## src/rtl/serial_frame_tx.sv

```systemverilog
// ---------------------------------------------------------------------------
// serial_frame_tx
//
// Purpose:
//   Serial bitstream transmitter. A parallel word accepted over a valid/ready
//   handshake is sent on a single-bit line as one frame:
//     preamble ('1' x PREAMBLE_LEN), payload MSB-first (DATA_W bits),
//     optional even-parity bit, one stop bit ('0'), and IDLE_GAP forced '0'
//     gap cycles. All outputs are decoded from registered state only, so the
//     line never depends combinationally on the inputs.
//
// Parameters:
//   DATA_W        payload width in bits (>= 1)
//   PREAMBLE_LEN  number of '1' preamble bits (>= 1)
//   PARITY_EN     1: append even-parity bit after the payload, 0: omit it
//   IDLE_GAP      number of '0' gap cycles after stop, in_ready low (>= 0)
//
// Ports:
//   clk       in   1       clock, rising edge
//   rst       in   1       synchronous reset, active-high
//   in_valid  in   1       producer presents a word on in_data
//   in_data   in   DATA_W  word to send, sampled only on handshake
//   in_ready  out  1       transmitter can accept a word (IDLE only)
//   out       out  1       serial line
//   busy      out  1       high in every state except IDLE
//   done      out  1       high for the single STOP cycle of each frame
// ---------------------------------------------------------------------------
module serial_frame_tx #(
  parameter int DATA_W       = 8,
  parameter int PREAMBLE_LEN = 2,
  parameter bit PARITY_EN    = 1'b1,
  parameter int IDLE_GAP     = 1
) (
  input  logic              clk,
  input  logic              rst,
  input  logic              in_valid,
  input  logic [DATA_W-1:0] in_data,
  output logic              in_ready,
  output logic              out,
  output logic              busy,
  output logic              done
);

  // -------------------------------------------------------------------------
  // Phase counter sizing. The counter only ever needs to reach the length of
  // the longest multi-cycle phase minus one, so sizing it for max+1 values
  // guarantees it never wraps inside a phase.
  // -------------------------------------------------------------------------
  localparam int MAX_PD  = (PREAMBLE_LEN > DATA_W) ? PREAMBLE_LEN : DATA_W;
  localparam int MAX_LEN = (MAX_PD > IDLE_GAP) ? MAX_PD : IDLE_GAP;
  localparam int CNT_W   = $clog2(MAX_LEN + 1);

  localparam logic [CNT_W-1:0] CNT_ZERO  = '0;
  localparam logic [CNT_W-1:0] CNT_ONE   = CNT_W'(1);
  localparam logic [CNT_W-1:0] PRE_LAST  = CNT_W'(PREAMBLE_LEN - 1);
  localparam logic [CNT_W-1:0] DATA_LAST = CNT_W'(DATA_W - 1);
  // With no gap the GAP state is unreachable; pin its terminal count to 0
  // so the constant stays in range.
  localparam logic [CNT_W-1:0] GAP_LAST  = CNT_W'((IDLE_GAP > 0) ? IDLE_GAP - 1 : 0);

  // -------------------------------------------------------------------------
  // State encoding
  // -------------------------------------------------------------------------
  localparam logic [2:0] S_IDLE     = 3'd0;
  localparam logic [2:0] S_PREAMBLE = 3'd1;
  localparam logic [2:0] S_DATA     = 3'd2;
  localparam logic [2:0] S_PARITY   = 3'd3;
  localparam logic [2:0] S_STOP     = 3'd4;
  localparam logic [2:0] S_GAP      = 3'd5;

  logic [2:0]        state_q,  state_d;
  logic [CNT_W-1:0]  cnt_q,    cnt_d;
  logic [DATA_W-1:0] shreg_q,  shreg_d;
  logic              parity_q, parity_d;

  // The handshake is only possible in IDLE because in_ready is decoded
  // from the IDLE state; anything presented while busy is simply ignored.
  logic accept;
  assign accept = in_valid && in_ready;

  // -------------------------------------------------------------------------
  // Next-state logic
  // -------------------------------------------------------------------------
  always_comb begin
    state_d  = state_q;
    cnt_d    = cnt_q;
    shreg_d  = shreg_q;
    parity_d = parity_q;

    case (state_q)
      S_IDLE: begin
        if (accept) begin
          shreg_d  = in_data;
          parity_d = ^in_data;   // even parity: XOR of all payload bits
          cnt_d    = CNT_ZERO;
          state_d  = S_PREAMBLE;
        end
      end

      S_PREAMBLE: begin
        if (cnt_q == PRE_LAST) begin
          cnt_d   = CNT_ZERO;
          state_d = S_DATA;
        end else begin
          cnt_d = cnt_q + CNT_ONE;
        end
      end

      S_DATA: begin
        // The line shows shreg_q[MSB]; shifting left exposes the next bit
        // on the following cycle.
        shreg_d = shreg_q << 1;
        if (cnt_q == DATA_LAST) begin
          cnt_d   = CNT_ZERO;
          state_d = PARITY_EN ? S_PARITY : S_STOP;
        end else begin
          cnt_d = cnt_q + CNT_ONE;
        end
      end

      S_PARITY: begin
        state_d = S_STOP;
      end

      S_STOP: begin
        cnt_d   = CNT_ZERO;
        state_d = (IDLE_GAP > 0) ? S_GAP : S_IDLE;
      end

      S_GAP: begin
        if (cnt_q == GAP_LAST) begin
          cnt_d   = CNT_ZERO;
          state_d = S_IDLE;
        end else begin
          cnt_d = cnt_q + CNT_ONE;
        end
      end

      default: begin
        // Unused encodings recover to a clean IDLE.
        cnt_d   = CNT_ZERO;
        state_d = S_IDLE;
      end
    endcase
  end

  // -------------------------------------------------------------------------
  // State registers. Reset wins over a same-cycle handshake and abandons any
  // frame in flight; the partial frame is never resumed.
  // -------------------------------------------------------------------------
  always_ff @(posedge clk) begin
    if (rst) begin
      state_q  <= S_IDLE;
      cnt_q    <= CNT_ZERO;
      shreg_q  <= '0;
      parity_q <= 1'b0;
    end else begin
      state_q  <= state_d;
      cnt_q    <= cnt_d;
      shreg_q  <= shreg_d;
      parity_q <= parity_d;
    end
  end

  // -------------------------------------------------------------------------
  // Moore output decode, from registered state only.
  // -------------------------------------------------------------------------
  always_comb begin
    out      = 1'b0;
    in_ready = 1'b0;
    busy     = 1'b1;
    done     = 1'b0;

    case (state_q)
      S_IDLE: begin
        in_ready = 1'b1;
        busy     = 1'b0;
      end
      S_PREAMBLE: out  = 1'b1;
      S_DATA:     out  = shreg_q[DATA_W-1];
      S_PARITY:   out  = parity_q;
      S_STOP:     done = 1'b1;
      S_GAP:      out  = 1'b0;
      default: begin
        out      = 1'b0;
        in_ready = 1'b0;
        busy     = 1'b1;
        done     = 1'b0;
      end
    endcase
  end

endmodule

```

## config.mk

```make
export PLATFORM = sky130hd
export DESIGN_NAME = serial_frame_tx
export DESIGN_NICKNAME = d
export VERILOG_FILES = /design/src/rtl/serial_frame_tx.sv
export SDC_FILE = /design/constraint.sdc
export NUM_CORES = 1
export LEC_CHECK = 0
export ABC_AREA = 1
export CAP_MARGIN = 20
export CELL_PAD_IN_SITES_DETAIL_PLACEMENT = 1
export CELL_PAD_IN_SITES_GLOBAL_PLACEMENT = 2
export CORE_UTILIZATION = 31
export CTS_CLUSTER_DIAMETER = 150
export DETAILED_ROUTE_END_ITERATION = 8
export PLACE_DENSITY_LB_ADDON = 0.05
export SLEW_MARGIN = 25
export SYNTH_ARGS = -nofsm -noshare
export SYNTH_HDL_FRONTEND = slang
export SYNTH_SLANG_ARGS = --single-unit
```

## constraint.sdc

```tcl
create_clock -name clk -period 3.4 [get_ports clk]
set_input_delay 0.51 -clock clk [delete_from_list [all_inputs] [get_ports clk]]
set_output_delay 0.51 -clock clk [all_outputs]
set_load 0.005 [all_outputs]
```

==> results.toml, run 1 <==
[critical_path]
rr_worst_depth = 7
required_ps = 2890
cp-startpoint = "state_q[2]$_SDFFE_PP0P_"
r2r-start = "cnt_q[0]$_SDFFE_PP0P_"
critPathCaptureType = "output pin"
slowest_delay_ps = 550
cp-start-kind = "flop"
criticalPathCategory = "flop to output pin"
critPathMaxFanout = 5
cp_slowest_cell = "clkdlybuf4s50_1"
critPathArrivalTime_ps = 1820
path_cells = "inv_2 > nand3_1 > o221ai_1 > clkdlybuf4s50_1"

[route]
num_vias = 1000
drc_errors = 0
totalWireLength_um = 2519
via_per_inst = 4.608
first_pass_iters = 4
wl_per_cell_um = 11.61
ant_nets = 0
initialDrtViolationCount = 37

[yosys]
synth.net_count = 171
ys_warn_count = 0
syn_inst = 157
ys_seq_area_share_pct = 30.55
yosys.cell_types.count = 25
syn_area_sq_mm = 0.001049
syn_avg_cell_area_sq_um = 6.678
synth_seq_cells = 16

[clock_network]
cts_sinks = 16
clkTransAtPathRegs_ps = 90
hold_buffers = 0
clk_latency_ps = 280
cts_setup_buffers = 0
clockRootBuffer = "clkbuf_4"
cts_resized = 0
clock_path_buffers = 2
cts_max_level = 1
cts_made_buffers = 3
cts_tree = "done"

[pwr]
leakage_uw = 0.0005846
powerDensity_mw_per_mm2 = 663.3
ir_drop_mv = 0.3061

[global_route]
grt_pass1_wl_um = 4360
grt_max_degree = 15
grtUsageTotal_pct = 16.15
antenna_found_initial = 0
globalRoute.totalOverflow = 0
grt_pass1_vias = 1045

[sta]
tightest_slew_ps = 589.5
worst_slack_ps = 1074
setup_tns_ps = 0
hold_viol = 0
clock_skew_ps = 3.559
final_max_slew_viol_count = 0
fin_crit_sh_pct = 68.42
max_freq_ghz = 0.4299
slew_headroom_pct = 60.58
hold_slack_ps = 464.3
min_period_ps = 2326
grt_setup_unrepaired = "no"
setup_viol = 0

[floorplanning]
io_pins = 15
rows = 20
core_area_sq_mm = 0.003128
die_h_um = 60.16
initial_utilization_pct = 33.52
die_area_sq_mm = 0.003619
die_w_um = 60.16

[placed_design]
dp_hpwl_um = 2062
gp_congestion = 0.7730
dpl_worst_slack_ps = 1390
post_dp_cell_area_sq_mm = 0.001240
dpl.cell_count = 214
io_buffers = 14

[final_layout]
instances_no_fill = 217
fin_area_sq_mm = 0.001262
final_cell_mix = "nand2_1, inv_1, dfxtp_1"
final_common_cell = "nand2_1"
nNetsFinal = 189
insertedDiodeCount = 0
drive_gt1_share_pct = 12.72
syn_to_final_growth_pct = 20.41

[min_path]
whs_path_depth = 2
hold_start = "shreg_q[4]$_SDFFE_PP0P_"
hp-class = "flop to flop"

[outcome]
status = "finished clean"

[run]
drv_cap = 0
==> Yosys cell counts (all sizes together) <==
master	n	share of area, %
a22oi	1	0.72
o221ai	1	0.84
inv	29	11
nor2	14	8.4
xnor2	1	0.84
clkbuf	1	0.36
a31oi	5	3.0
ha	3	3.6
o21ai	5	2.4
a21oi	14	7.0
dfxtp	16	31
o211ai	1	0.72
xor2	1	0.84
nand2	55	22
nand3	10	7.6
==> critical path, delay by kind of cell, from the launching register on <==
kind / cells / cell delay (ps)
AO/OA/AOI/OAI: 1 / 280
buffers and inverters: 2 / 690
flip-flops: 1 / 360
AND/OR/NAND/NOR: 1 / 190
==> layout make-up <==
cell class / count / area, sq um
clock buffer: 3 / 22.52
fill: 428 / 1866
inverter: 29 / 113.9
multi-input combinational: 111 / 610.6
sequential: 16 / 320.3
tap: 44 / 55.05
timing repair buffer: 14 / 140.1
==> state kept, by name (all words and copies together), names as in the netlist <==
name and flops:
shreg_q 8, cnt_q 4, state_q 3, parity_q 1
==> per-layer routing <==
| layer | vias up | global-route usage [%] | wire length (um) |
|---|---|---|---|
| li1 | 524 | - | - |
| met2 | 13 | 28.89 | 1168 |
| met1 | 461 | 19.06 | 1269 |
| met4 | 0 | 3.987 | 19 |
| met3 | 2 | 3.896 | 62 |
| met5 | - | 0 | 0 |
==> stage by stage <==
step / util, % / total power [uW]
2_1_floorplan: - / 600.8
3_3_place_gp: 39.64 / 728.5
3_5_place_dp: 39.64 / 750.5
4_1_cts: 40.36 / 851.7
5_1_grt: 40.36 / 920.2
6_report: 40.36 / 837.3
==> final timing paths <==
| kind | slack [ps] | end |
|---|---|---|
| hold reg to reg | 460 | shreg_q[4]$_SDFFE_PP0P_ |
| setup / recovery | 1070 | out |
| setup reg to reg | 2100 | state_q[1]$_SDFFE_PP0P_ |
| hold / removal | 460 | shreg_q[4]$_SDFFE_PP0P_ |
==> report_power, final <==
group / internal, uW / total [uW] / switching (uW)
Clock: 41.1 / 97.2 / 56.2
Combinational: 186 / 466 / 280
Sequential: 238 / 274 / 35.9
Total: 465 / 837 / 372
==> logic make-up (layout without fill, tap and decap cells) <==
logic type | Yosys count | after routing | synth area share, %
AO/OA/AOI/OAI | 27 | 27 | 14.68
AND/OR/NAND/NOR | 79 | 79 | 38.30
buffers and inverters | 30 | 46 | 11.22
flip-flops | 16 | 16 | 30.55
XOR/XNOR | 2 | 2 | 1.671
adder cells (fa/ha/maj) | 3 | 3 | 3.580
No activity file was read; power rests on OpenSTA's default activity.
==> run 2: changes to the inputs <==
--- a/config.mk
+++ b/config.mk
@@ -9,7 +9,7 @@
 export CAP_MARGIN = 20
 export CELL_PAD_IN_SITES_DETAIL_PLACEMENT = 1
 export CELL_PAD_IN_SITES_GLOBAL_PLACEMENT = 2
-export CORE_UTILIZATION = 31
+export CORE_UTILIZATION = 26
 export CTS_CLUSTER_DIAMETER = 150
 export DETAILED_ROUTE_END_ITERATION = 8
 export PLACE_DENSITY_LB_ADDON = 0.05
==> constraint.sdc (replaced) <==
create_clock -name clk -period 1.95 [get_ports clk]
set_input_delay 0.2925 -clock clk [delete_from_list [all_inputs] [get_ports clk]]
set_output_delay 0.2925 -clock clk [all_outputs]
set_load 0.005 [all_outputs]
==> results.toml, run 2 (synthesis gave the netlist of run 1 again) <==
[outcome]
status = "finished clean"

[final_layout]
nNetsFinal = 191
instances_no_fill = 224
final_common_cell = "nand2_1"
insertedDiodeCount = 0
largest_register_ffs = 8
final_cell_mix = "nand2_1, inv_1, dfxtp_1"
reg_top3 = "shreg_q x8, cnt_q x4, state_q x3"
top_register = "shreg_q"
syn_to_final_growth_pct = 26.13
drive_gt1_share_pct = 15.91

[critical_path]
cp_slowest_cell = "clkdlybuf4s50_1"
rr_worst_depth = 7
cp-startpoint = "state_q[2]$_SDFFE_PP0P_"
critPathCapture = "done"
path_depth = 4
slowest_delay_ps = 520
cp.buffers_inverters = 3
required_ps = 1660
critPathCaptureType = "output pin"
cp-start-kind = "flop"
r2r-start = "cnt_q[0]$_SDFFE_PP0P_"
path_cells = "inv_2 > buf_4 > nor2_1 > clkdlybuf4s50_1"
criticalPathCategory = "flop to output pin"
r2r_end = "state_q[1]$_SDFFE_PP0P_"
critPathMaxFanout = 4
cpLargestDelayFamily = "buffers and inverters"
critPathArrivalTime_ps = 1520
ff2ff_setup_slack_ps = 660

[sta]
setup_viol = 0
fin_crit_sh_pct = 92.98
hold_viol = 0
min_period_ps = 1813
grt_setup_unrepaired = "no"
max_freq_ghz = 0.5516
setup_tns_ps = 0
slew_headroom_pct = 72.92
final_max_slew_viol_count = 0
clock_skew_ps = 1.592
tightest_slew_ps = 405.0
worst_slack_ps = 136.9

[placed_design]
gp_congestion = 0.7768
io_buffers = 14
dp_hpwl_um = 2227
dpl_worst_slack_ps = 170.2
dpl.cell_count = 219

[route]
totalWireLength_um = 2645
drc_errors = 0
wl_per_cell_um = 11.81
via_per_inst = 4.522
num_vias = 1013
first_pass_iters = 2
initialDrtViolationCount = 18
ant_nets = 0

[clock_network]
cts_made_buffers = 3
clk_latency_ps = 250
cts_tree = "done"
clockRootBuffer = "clkbuf_8"
cts_max_level = 1
clock_path_buffers = 2
hold_buffers = 0
clkTransAtPathRegs_ps = 70
cts_sinks = 16

[pwr]
p_seq_share_pct = 30.3
p_switching_uw = 667.6
sw_frac_of_total_pct = 42.12
ir_drop_mv = 0.5321
combinationalPowerShare_pct = 50.7
clkPwrFrac_pct = 19.0
powerDensity_mw_per_mm2 = 1199
leakage_uw = 0.0006122
total_power_uw = 1585
internal_power_uw = 917.5

[global_route]
globalRoute.totalOverflow = 0
grt_pass1_wl_um = 4830
grt_pass1_vias = 1077
grtUsageTotal_pct = 14.68
grt_max_degree = 10
antenna_found_initial = 0

[floorplanning]
io_pins = 15
die_h_um = 65.51
initial_utilization_pct = 27.80
core_area_sq_mm = 0.003771
rows = 22
die_area_sq_mm = 0.004291
die_w_um = 65.51

[min_path]
hp-class = "flop to flop"

[run]
drv_cap = 0
==> run 2: worst register-to-register path, cell delays in order (launching register included) <==
cell,delay (ps)
dfxtp_1,410
ha_1,250
nand3_1,140
nand2_4,120
nand2_1,50
nor2_1,90
nand2_1,70
a21oi_2,110
==> run 2: power by group through the flow <==
| stage | Combinational, uW | Clock [uW] | Sequential (uW) |
|---|---|---|---|
| floorplan | 576 | 0 | 471 |
| global placement | 805 | 0 | 480 |
| detailed placement | 824 | 0 | 485 |
| CTS | 824 | 310 | 480 |
| global route | 917 | 328 | 493 |
| finish | 804 | 302 | 480 |
==> run 2: metrics by stage <==
| stage | hold slack (ps) | instance area [sq um] | util [%] |
|---|---|---|---|
| after floorplan | 429.5 | 1049 | - |
| after global placement | 443.4 | 1252 | 33.21 |
| after detailed placement | 454.4 | 1252 | 33.21 |
| after CTS | 464.3 | 1321 | 35.04 |
| after global routing | 480.2 | 1323 | 35.07 |
| final | 461.7 | 1323 | 35.07 |
==> run 2: worst min-delay path by stage <==
stage                             from                       to  depth (start not counted)
6_report       shreg_q[5]$_SDFFE_PP0P_  shreg_q[5]$_SDFFE_PP0P_                          2
4_1_cts        shreg_q[5]$_SDFFE_PP0P_  shreg_q[5]$_SDFFE_PP0P_                          2
3_3_place_gp   shreg_q[5]$_SDFFE_PP0P_  shreg_q[5]$_SDFFE_PP0P_                          2
3_5_place_dp   shreg_q[5]$_SDFFE_PP0P_  shreg_q[5]$_SDFFE_PP0P_                          2
2_1_floorplan  shreg_q[7]$_SDFFE_PP0P_  shreg_q[7]$_SDFFE_PP0P_                          2
5_1_grt        shreg_q[6]$_SDFFE_PP0P_  shreg_q[6]$_SDFFE_PP0P_                          2
==> run 2: routing by layer <==
layer	part of all wire, %	global-route usage (%)	vias up	wire, um
li1	-	-	534	-
met1	49	17.85	462	1294
met2	47	25.77	15	1247
met3	3.4	3.646	2	89
met4	0.49	3.261	0	13
met5	0	0	-	0
==> run 2: layout make-up <==
type	instances	area (sq um)
inverter	29	113.9
fill	479	2449
sequential	16	321.6
clock buffer	4	55.05
timing repair buffer	16	153.9
tap	48	60.06
multi-input combinational	111	618.1
==> run 2: timing repair <==
action	CTS	global route
hold endpoints to repair	0	0
setup buffers	1	0
gates resized for setup	3	1
setup endpoints to repair	1	1
